### config.mk
export PLATFORM = sky130hd
export DESIGN_NAME = mem_port_sched
export DESIGN_NICKNAME = d
export VERILOG_FILES = /design/src/rtl/mem_port_sched.sv
export SDC_FILE = /design/constraint.sdc
export NUM_CORES = 1
export LEC_CHECK = 0
export BUFFER_PORTS_ARGS = -buffer_cell sky130_fd_sc_hd__buf_2
export CAP_MARGIN = 20
export CORE_AREA = 2 2 159 161
export CTS_CLUSTER_SIZE = 8
export DETAILED_ROUTE_END_ITERATION = 10
export DIE_AREA = 0 0 161 163
export GPL_TIMING_DRIVEN = 0
export MAX_ROUTING_LAYER = met4
export SLEW_MARGIN = 0
export SYNTH_ARGS = -nofsm -noshare
export SYNTH_HDL_FRONTEND = slang
export SYNTH_SLANG_ARGS = --single-unit
### constraint.sdc
create_clock -name clk -period 2.79 [get_ports clk]
set_input_delay 0.4185 -clock clk [delete_from_list [all_inputs] [get_ports clk]]
set_output_delay 0.4185 -clock clk [all_outputs]
set_load 0.02 [all_outputs]
### src/rtl/mem_port_sched.sv
// Four-requester memory port scheduler: least-recently-granted arbitration,
// whole-transaction grant hold, response return and BUSY timeout abort.
module mem_port_sched #(
  parameter int AW      = 32,
  parameter int DW      = 32,
  parameter int TIMEOUT = 255
) (
  input  logic            clk,
  input  logic            rst,
  input  logic [3:0]      req,
  input  logic [3:0]      wr,
  input  logic [4*AW-1:0] addr,
  input  logic [4*DW-1:0] wdata,
  output logic [3:0]      gnt,
  output logic [3:0]      done,
  output logic [3:0]      err,
  output logic [DW-1:0]   rdata,
  output logic            mem_req,
  output logic            mem_we,
  output logic [AW-1:0]   mem_addr,
  output logic [DW-1:0]   mem_wdata,
  input  logic            mem_ack,
  input  logic [DW-1:0]   mem_rdata
);

  typedef enum logic {IDLE, BUSY} state_t;

  localparam bit          TO_EN   = (TIMEOUT != 0);
  localparam logic [15:0] TO_LAST = (TIMEOUT > 0) ? 16'(TIMEOUT - 1) : '0;

  state_t      state;
  logic [3:0]  prio [4];  // prio[i][j] set: requester i beats requester j
  logic [15:0] cnt;
  logic [3:0]  eligible;
  logic [3:0]  win;
  logic        timeout;

  assign eligible = req & ~done;
  assign timeout  = TO_EN && (cnt == TO_LAST);

  always_comb begin
    win = '0;
    for (int unsigned i = 0; i < 4; i++) begin
      win[i] = eligible[i];
      for (int unsigned j = 0; j < 4; j++) begin
        if (j != i && eligible[j] && prio[j][i]) win[i] = 1'b0;
      end
    end
  end

  // gnt is zero outside BUSY, so the port mux idles at zero without a state term.
  always_comb begin
    mem_addr  = '0;
    mem_wdata = '0;
    for (int unsigned i = 0; i < 4; i++) begin
      if (gnt[i]) begin
        mem_addr  = addr[i*AW +: AW];
        mem_wdata = wdata[i*DW +: DW];
      end
    end
  end

  assign mem_req = (state == BUSY);
  assign mem_we  = |(gnt & wr);

  always_ff @(posedge clk) begin
    if (rst) begin
      state <= IDLE;
      gnt   <= '0;
      done  <= '0;
      err   <= '0;
      rdata <= '0;
      cnt   <= '0;
      for (int unsigned i = 0; i < 4; i++) begin
        for (int unsigned j = 0; j < 4; j++) begin
          prio[i][j] <= (i < j);
        end
      end
    end else begin
      done <= '0;
      err  <= '0;
      case (state)
        IDLE: begin
          if (|eligible) begin
            gnt   <= win;
            state <= BUSY;
            cnt   <= '0;
          end
        end
        BUSY: begin
          if (mem_ack || timeout) begin
            done  <= gnt;
            err   <= mem_ack ? 4'b0000 : gnt;
            rdata <= (mem_ack && !mem_we) ? mem_rdata : '0;
            gnt   <= '0;
            state <= IDLE;
            // Owner drops below everyone; other pairs keep their order.
            for (int unsigned i = 0; i < 4; i++) begin
              for (int unsigned j = 0; j < 4; j++) begin
                if (gnt[i] && i != j) begin
                  prio[i][j] <= 1'b0;
                  prio[j][i] <= 1'b1;
                end
              end
            end
          end else begin
            cnt <= cnt + 16'd1;
          end
        end
      endcase
    end
  end

endmodule

==> impl_metrics.toml, run 1 <==
[yosys]
ys.flop_type = "dfxtp_1"
syn_area_per_cell_um2 = 7.22
synth-compound-area-share_pct = 39.4
ys_warn_count = 0
syn_nets = 940
synth_area_um2 = 4610
synthAdderAreaFrac_pct = 0.542
seq_area_frac_synth_pct = 31.7
synth-edff-count = 0
yosys.cell_types.count = 48
synth_mux_area_share_pct = 0.895
async_reset_ff_share_pct = 0
synth_top_family_by_area = "compound AO/OA/AOI/OAI gates"
synth_area_leaders = "dfxtp_1, a22oi_1, a21oi_1, o21ai_0, a22o_1"
synth_top_area_share_pct = 31.7
synth_xor_xnor_area_share_pct = 0.190
synth_largest_area_cell = "dfxtp_1"
synth-simple-area-share_pct = 21.1
ys_seq_elements = 73
synthCells = 639

[cts]
clkSlewWorstSetupHoldPaths_ns = 0.06
htreeDepth = 3
cts_tree = "done"
clock-sinks = 73
clock-root-buffer = "clkbuf_16"
hold_buffers = 0
worstSkewPairLatency_ns = 0.33
clockBufferDepth = 2
cts_made_buffers = 9
cts_setup_buffers = 0

[sta]
fmax_ghz = 0.369
slew_headroom_pct = 39.2
fin_crit_sh_pct = 97.0
timing.final.ws_setup_ns = 0.0828
setup_tns_ns = 0
period_minus_slack_ns = 2.71
finClkSkew_ns = 0.0119
setup_viol = 0
rsz0062_at_grt = "no"
finalHoldViolCount = 0
worst_slew_pin_slew_ns = 0.912
finalMaxSlewViolations = 0
hold_ws_ns = 0.299

[global_routing]
grt_max_degree = 14
grt_pass1_wl_mm = 36.7
track_usage_pct = 19.2
grt_overflow = 0
antenna_found_initial = 21
grt_pass1_vias = 5963

[final_layout]
layout.nets = 1358
layoutNonFillerInstCount = 1410
syn_to_final_growth_pct = 61.4
drive_above_1_share_pct = 43.9

[setup_path]
crit_fanout = 10
reg2reg_to = "rdata[8]$_SDFFE_PP0P_"
r2r_slack_ns = 0.45
rr_startpoint = "gnt[2]$_SDFFE_PP0P_"
cp-start-kind = "flop"
crit_type = "flop to primary output"
worst_ep_arrival_time_ns = 2.29
worst_setup_path_end_kind = "primary output"
critPathRequiredTime_ns = 2.37
r2r_cells = 6

[detailed_routing]
via_per_inst = 4.74
avgRoutedWirePerCell_um = 18.8
route.vias.total = 6686
dr.first_iter.drc_count = 631
drc_errors = 0
drt_wl_total_mm = 26.5
first_pass_iters = 5
ant_nets = 0

[hold_path]
min-delay-start = "mem_rdata[17]"
hold_end = "rdata[17]$_SDFFE_PP0P_"
hold_path.class = "input port to flop"
holdPathStages = 2

[outcome]
status = "complete, no violations"

[placed_design]
pre_cts_slack_ns = -0.573
place_inst = 1376
gp_congestion = 0.882
port_buffers = 407
dpl.hpwl_mm = 21.5

[pwr]
p_per_area_nw_per_um2 = 414
leakage_nw = 3.64
ir_worst_vdd_v = 0.000362

[die]
coreArea_um2 = 24700
die_w_um = 161
initial_utilization_pct = 18.7
dieHeight_um = 163
dieArea_um2 = 26200
rows = 58
io_pins = 409

[run]
max-cap-violations = 0
==> cell families after synthesis <==
family	Yosys count
adders and majority gates	2
xor gates and xnor gates	1
AOI/OAI and AO/OA	279
buffers and inverters	68
and+or+nand+nor	212
DFF	73
muxes	4
==> registers in the layout, summed over array words and instances, names as in the netlist <==
signal and cells:
prio 12, cnt 16, err 4, gnt 4
mem_req 1, done 4, rdata 32
==> what timing repair did <==
item	4_1_cts	5_1_grt
setup endpoints to repair	76	65
resized for setup	26	17
hold endpoints to repair	0	0
pin swaps	0	0
==> layout by cell type (no fill, tap or decap), types with 3 or more instances in the layout <==
master,n
a22o_1,36
nand2_1,78
nand3_1,11
a22oi_1,70
a21oi_1,70
or4_1,3
nor4_1,5
inv_1,8
dfxtp_1,71
buf_6,3
and3_1,11
diode_2,18
a2111oi_0,5
clkbuf_16,9
nand2b_1,7
nor2_1,71
buf_1,4
a211o_1,5
nor2b_1,6
o21a_1,4
nor3_1,5
mux2i_1,3
o21ai_0,66
nor3b_1,4
a31oi_1,5
clkbuf_2,11
clkbuf_4,8
clkbuf_1,27
buf_2,414
==> worst max-delay path: stages (launching register included) <==
cell      delay (ns)
dfxtp_1         0.31
clkbuf_2        0.20
nor2b_1         0.14
buf_4           0.21
clkbuf_4        0.25
a22oi_1         0.10
nor2_1          0.18
a21oi_1         0.06
o21ai_1         0.26
buf_2           0.22
==> per-stage QoR <==
step           util [%]  instance area, um2  total power, mW
2_1_floorplan         -                4610             1.56
3_3_place_gp       28.6                7060             2.01
3_5_place_dp       28.6                7060             2.01
4_1_cts            29.9                7380             3.10
5_1_grt            30.2                7450             3.23
6_report           30.2                7450             3.08
==> per-layer routing <==
| layer | wire length [um] | track usage [%] | vias to the layer above | share of wire [%] |
|---|---|---|---|---|
| met3 | 3910 | 10.5 | 30 | 15 |
| met5 | 0 | - | - | 0 |
| met4 | 377 | 3.81 | 0 | 1.4 |
| met2 | 11200 | 27.1 | 397 | 42 |
| li1 | - | - | 3220 | - |
| met1 | 11000 | 24.0 | 3039 | 42 |
==> synthesized netlist by cell type, types with 6 or more instances <==
| cell | count |
|---|---|
| nor3_1 | 6 |
| nand3_1 | 11 |
| buf_1 | 10 |
| inv_1 | 8 |
| nand2_1 | 78 |
| dfxtp_1 | 73 |
| a21oi_1 | 70 |
| nand2b_1 | 7 |
| a22oi_1 | 70 |
| clkbuf_1 | 43 |
| o21ai_0 | 68 |
| nor2_1 | 71 |
| and3_1 | 11 |
| nor2b_1 | 6 |
| a22o_1 | 36 |
==> worst max path at each step <==
stage | from | end | slack [ns]
2_1_floorplan | gnt[1]$_SDFFE_PP0P_ | mem_wdata[10] | 0.40
3_3_place_gp | gnt[2]$_SDFFE_PP0P_ | mem_addr[31] | -0.56
3_5_place_dp | gnt[2]$_SDFFE_PP0P_ | mem_wdata[27] | -0.57
4_1_cts | gnt[3]$_SDFFE_PP0P_ | mem_addr[18] | 0.02
5_1_grt | gnt[1]$_SDFFE_PP0P_ | mem_addr[5] | 0.008
6_report | gnt[1]$_SDFFE_PP0P_ | mem_addr[18] | 0.08
==> where the power goes <==
group / internal (mW) / switching, mW
Clock: 0.631 / 0.447
Sequential: 1.07 / 0.0233
Combinational: 0.367 / 0.540
==> cell type report <==
cell class                 count  area [um2]
fill                        2753       17200
multi-input combinational    498        2880
timing repair buffer         407        2040
sequential                    73        1460
tap                          330         413
buffer                        60         304
clock buffer                  11         243
antenna                       18        45.0
clock inverter                 5        38.8
inverter                       8        30.0
Note: power is estimated with default switching activity, not from simulation.
==> run 2, diff against run 1 <==
- ABC_AREA: not set -> 1
- CORE_AREA: 2 2 159 161 -> 2 2 160 162
- DIE_AREA: 0 0 161 163 -> 0 0 162 164
- RECOVER_POWER: not set -> 25
==> impl_metrics.toml, run 2 <==
[yosys]
async_reset_ff_share_pct = 0
ys.flop_type = "dfxtp_1"
synth_top_area_share_pct = 28.4
syn_area_per_cell_um2 = 5.89
synthAdderAreaFrac_pct = 0.486
synth_xor_xnor_area_share_pct = 0.680
seq_area_frac_synth_pct = 28.4
syn_nets = 1176
yosys.cell_types.count = 27
synth_largest_area_cell = "dfxtp_1"
synth_area_um2 = 5150
synth_top_family_by_area = "simple AND/OR/NAND/NOR gates"
ys_warn_count = 0
ys_seq_elements = 73
synth-simple-area-share_pct = 34.8
synth_area_leaders = "dfxtp_1, nand2_1, o21ai_0, a21oi_1, nand3_1"
synthCells = 875
synthTopCellsByCount = "nand2_1, o21ai_0, a21oi_1"
synth-compound-area-share_pct = 26.6
synth_mux_area_share_pct = 0
synth-edff-count = 0
yosysMostFrequentCell = "nand2_1"

[global_routing]
grt_overflow = 0
grt_pass1_vias = 6898
grt_max_degree = 14
antenna_found_initial = 3
grt_pass1_wl_mm = 40.2
track_usage_pct = 20.5

[final_layout]
final_area_um2 = 7880
syn_to_final_growth_pct = 53.1
final_util_pct = 31.8
mostFrequentLayoutCell = "buf_2"
most-common-layout-cells = "buf_2, nand2_1, o21ai_0, a21oi_1, dfxtp_1"
largestRegisters = "rdata (32), cnt (16), prio (12)"
layout.nets = 1595
largest_register_ffs = 32
drive_above_1_share_pct = 35.0
regMostFlops = "rdata"
layoutNonFillerInstCount = 1631
fillCellCount = 2815

[sta]
finalMaxSlewViolations = 0
rsz0062_at_grt = "no"
slew_headroom_pct = 44.2
worst_slew_pin_slew_ns = 0.837
setup_tns_ns = 0
hold_ws_ns = 0.304
fin_crit_sh_pct = 96.8
finClkSkew_ns = 0.0109
setup_viol = 0
fmax_ghz = 0.370
finalHoldViolCount = 0
period_minus_slack_ns = 2.70
timing.final.ws_setup_ns = 0.0882

[setup_path]
cp_cell_sequence = "buf_2, clkbuf_2, a21oi_1, nand2_1, o21ai_0, o21ai_0, buf_2"
crit_type = "flop to primary output"
rr_startpoint = "cnt[0]$_SDFFE_PP0P_"
cp-start-kind = "flop"
critPathRequiredTime_ns = 2.37
path_buf_inv = 3
slowest_stage = "dfxtp_1"
worst_setup_path_end_kind = "primary output"
reg2reg_to = "rdata[13]$_SDFFE_PP0P_"
worst_ep_arrival_time_ns = 2.28
cp_top_family = "buffers and inverters"
critPathMaxStageDelay_ns = 0.50
crit_fanout = 10
r2r_slack_ns = 0.62
r2r_cells = 10

[cts]
cts_made_buffers = 9
cts_tree = "done"
clockBufferDepth = 2
worstSkewPairLatency_ns = 0.34
hold_buffers = 0
htreeDepth = 3
clkSlewWorstSetupHoldPaths_ns = 0.06
clock-root-buffer = "clkbuf_16"
clock-sinks = 73

[detailed_routing]
route.vias.total = 7634
ant_nets = 0
drt_wl_total_mm = 28.9
first_pass_iters = 5
drc_errors = 0
via_per_inst = 4.68
avgRoutedWirePerCell_um = 17.7
dr.first_iter.drc_count = 553

[hold_path]
hold_end = "err[1]$_SDFF_PP0_"
hold_path.class = "input port to flop"
holdPathStages = 2
min-delay-start = "mem_ack"

[placed_design]
place_inst = 1612
gp_congestion = 0.957
pre_cts_slack_ns = -0.0143
placed_cell_area_um2 = 7600
dpl.hpwl_mm = 23.6
port_buffers = 407

[pwr]
ir_worst_vdd_v = 0.000279
leakage_nw = 3.89
total_power_mw = 3.26
p_per_area_nw_per_um2 = 414

[die]
io_pins = 409
dieHeight_um = 164
coreArea_um2 = 24800
initial_utilization_pct = 20.8
rows = 58
dieArea_um2 = 26600
die_w_um = 162

[outcome]
status = "complete, no violations"

[run]
max-cap-violations = 0
-- run 2: changes by cell type after synthesis, moves of 28 or more --
| cell | before | now |
|---|---|---|
| o21ai_1 | 0 | 34 |
| nand3_1 | 11 | 66 |
| a22oi_1 | 70 | 0 |
| nand2_1 | 78 | 298 |
| a22o_1 | 36 | 0 |
| nor2_1 | 71 | 43 |
| o21ai_0 | 68 | 113 |
-- run 2: what timing repair did --
| item | CTS | global route |
|---|---|---|
| pin swaps | 1 | 0 |
| endpoints found under the setup margin | 56 | 25 |
| gates resized for setup | 8 | 10 |
| setup buffers | 3 | 0 |
-- run 2: layout make-up --
class	count	area (um2)	area share, %
antenna	3	7.51	0.0952
multi-input combinational	695	3220	40.9
buffer	63	310	3.94
clock inverter	6	67.6	0.857
inverter	42	158	2.00
clock buffer	9	225	2.86
timing repair buffer	410	2020	25.6
tap	330	413	5.24
sequential	73	1460	18.5
-- run 2: power breakdown --
part           switching (mW)  leakage [nW]  total, mW  internal [mW]
Clock                   0.461         0.138       1.15          0.690
Sequential             0.0167         0.591       1.08           1.07
Combinational           0.657          3.16       1.03          0.373
Total                    1.13          3.89       3.26           2.13
-- run 2: routing by layer --
metal  GRT usage, %  vias up  routed length (um)
met3           5.33       41                2490
met5              -        -                   0
met2           33.9      361               14000
li1               -     3738                   -
met1           24.8     3494               11800
met4           5.75        0                 656
-- run 2: worst max path at each step --
| stage | startpoint | endpoint | slack [ns] | cells past startpoint |
|---|---|---|---|---|
| final | gnt[2]$_SDFFE_PP0P_ | mem_addr[19] | 0.09 | 7 |
| after global routing | gnt[3]$_SDFFE_PP0P_ | mem_wdata[29] | 0.004 | 5 |
| after CTS | gnt[3]$_SDFFE_PP0P_ | mem_wdata[10] | 0.006 | 5 |
| after detailed placement | gnt[3]$_SDFFE_PP0P_ | mem_addr[1] | -0.01 | 4 |
| after global placement | gnt[3]$_SDFFE_PP0P_ | mem_addr[1] | -0.05 | 4 |
| after floorplan | gnt[1]$_SDFFE_PP0P_ | mem_addr[14] | 0.68 | 7 |
-- run 2: kinds of logic (layout without fill, tap and decap cells) --
family	Yosys count	count (layout)
AO/OA/AOI/OAI	257	257
XOR/XNOR	4	4
adder cells (fa/ha/maj)	2	2
buffers and inverters	107	530
flip-flops	73	73
other	0	3
AND/OR/NAND/NOR	432	432
==> run 3, diff against run 2 <==
- CORE_AREA: 2 2 160 162 -> 2 2 161 163
- DIE_AREA: 0 0 162 164 -> 0 0 163 165
- clock period: 2.79 -> 2.6 ns (I/O delays scaled with it)
==> impl_metrics.toml, run 3 (same netlist as run 2, synthesis figures left out) <==
[global_routing]
grt_overflow = 0
grt_pass1_vias = 7003
track_usage_pct = 20.1
grt_pass1_wl_mm = 40.0
grt_max_degree = 15
antenna_found_initial = 9

[detailed_routing]
route.vias.total = 7581
first_pass_iters = 5
avgRoutedWirePerCell_um = 17.5
dr.first_iter.drc_count = 599
via_per_inst = 4.62
drt_wl_total_mm = 28.7
ant_nets = 0
drc_errors = 0

[final_layout]
largestRegisters = "rdata (32), cnt (16), prio (12)"
fillCellCount = 2865
regMostFlops = "rdata"
mostFrequentLayoutCell = "buf_2"
layoutNonFillerInstCount = 1640
most-common-layout-cells = "buf_2, nand2_1, o21ai_0, a21oi_1, dfxtp_1"
final_util_pct = 31.8
syn_to_final_growth_pct = 54.6
layout.nets = 1596
drive_above_1_share_pct = 35.8
largest_register_ffs = 32

[setup_path]
worst_ep_arrival_time_ns = 2.10
r2r_slack_ns = 0.84
worst_setup_path_end_kind = "primary output"
rr_startpoint = "cnt[0]$_SDFFE_PP0P_"
crit_start = "gnt[0]$_SDFFE_PP0P_"
critPathRequiredTime_ns = 2.21
endpoint = "mem_addr[24]"
r2r_cells = 10
cp-start-kind = "flop"
crit_fanout = 10
reg2reg_to = "rdata[11]$_SDFFE_PP0P_"
crit_type = "flop to primary output"

[sta]
finalMaxSlewViolations = 0
hold_ws_ns = 0.271
fin_crit_sh_pct = 95.7
rsz0062_at_grt = "yes"
finClkSkew_ns = 0.0104
fmax_ghz = 0.402
slew_headroom_pct = 61.2
finalHoldViolCount = 0
worst_slew_pin_slew_ns = 0.581
period_minus_slack_ns = 2.49
setup_viol = 0

[die]
io_pins = 409
die_w_um = 163
initial_utilization_pct = 20.6
dieArea_um2 = 26900
dieHeight_um = 165
coreArea_um2 = 25000
rows = 58

[pwr]
total_power_mw = 3.56
p_per_area_nw_per_um2 = 447
ir_worst_vdd_v = 0.000277
leakage_nw = 3.93

[placed_design]
port_buffers = 407
place_inst = 1612
gp_congestion = 0.911
dpl.hpwl_mm = 23.6

[hold_path]
hold_path.class = "input port to flop"

[cts]
htreeDepth = 3
cts_tree = "done"
cts_made_buffers = 9
clock-sinks = 73
clkSlewWorstSetupHoldPaths_ns = 0.07
clockBufferDepth = 2
worstSkewPairLatency_ns = 0.34
clock-root-buffer = "clkbuf_16"

[outcome]
status = "complete, no violations"

[run]
max-cap-violations = 0
-- run 3: changes by cell type in the layout (fill, tap and decap cells not counted), moves of 4 or more --
cell      previous run  this run
diode_2              3        10
o21ai_0            112       108
clkbuf_1            70        66
buf_2              387       382
buf_4                3         7
clkbuf_2             7        11
-- run 3: area by class of cell --
cell class | instances | area (um2) | share of cell area [%]
clock buffers | 10 | 239 | 3.00
multi-input cells | 695 | 3230 | 40.6
clock inverters | 6 | 72.6 | 0.911
repair buffers | 410 | 2030 | 25.5
well taps | 330 | 413 | 5.18
flip-flops and latches | 73 | 1460 | 18.4
diodes | 10 | 25.0 | 0.314
inverters | 42 | 158 | 1.98
plain buffers | 64 | 332 | 4.16
-- run 3: worst min-delay path by stage --
| stage | startpoint | endpoint | slack [ns] | depth (start not counted) |
|---|---|---|---|---|
| after global routing | mem_ack | err[1]$_SDFF_PP0_ | 0.26 | 2 |
| final | mem_ack | err[1]$_SDFF_PP0_ | 0.27 | 2 |
| after detailed placement | prio[1][4]$_SDFF_PP0_ | prio[1][4]$_SDFF_PP0_ | 0.45 | 2 |
| after global placement | prio[1][4]$_SDFF_PP0_ | prio[1][4]$_SDFF_PP0_ | 0.45 | 2 |
| after CTS | mem_ack | err[1]$_SDFF_PP0_ | 0.26 | 2 |
| after floorplan | prio[1][4]$_SDFF_PP0_ | prio[1][4]$_SDFF_PP0_ | 0.43 | 2 |
-- run 3: timing repair --
item                                    4_1_cts  5_1_grt
gates resized for setup                      18       17
setup buffers                                 3        0
pin swaps                                     1        1
hold buffers                                  0        0
endpoints found under the setup margin       64       24
-- run 3: per-layer routing --
layer	GRT usage, %	vias to the layer above	routed length, um
met5	-	-	0
met4	7.16	0	919
met3	5.85	50	2370
met2	33.4	305	13900
met1	23.2	3473	11400
li1	-	3753	-
-- run 3: power by group --
group | leakage, nW | internal [mW] | switching [mW]
logic | 3.19 | 0.408 | 0.700
registers | 0.592 | 1.14 | 0.0178
clock network | 0.150 | 0.781 | 0.514
total | 3.93 | 2.33 | 1.23
-- run 3: worst max-delay path, cell delays in order (launching register included) --
cell,delay [ns]
dfxtp_1,0.41
inv_1,0.15
nor2_4,0.18
buf_12,0.14
buf_2,0.21
nand2_1,0.08
nand2_1,0.07
o21ai_0,0.08
o21ai_0,0.23
buf_2,0.21
-- run 3: through the flow --
| stage | setup slack (ns) | setup TNS, ns | area (um2) |
|---|---|---|---|
| final | 0.112 | 0 | 7960 |
| after global routing | -0.0410 | -0.0410 | 7960 |
| after CTS | 0.0213 | 0 | 7970 |
| after detailed placement | -0.149 | -0.680 | 7600 |
| after global placement | -0.130 | -0.474 | 7600 |
| after floorplan | 0.518 | 0 | 5150 |
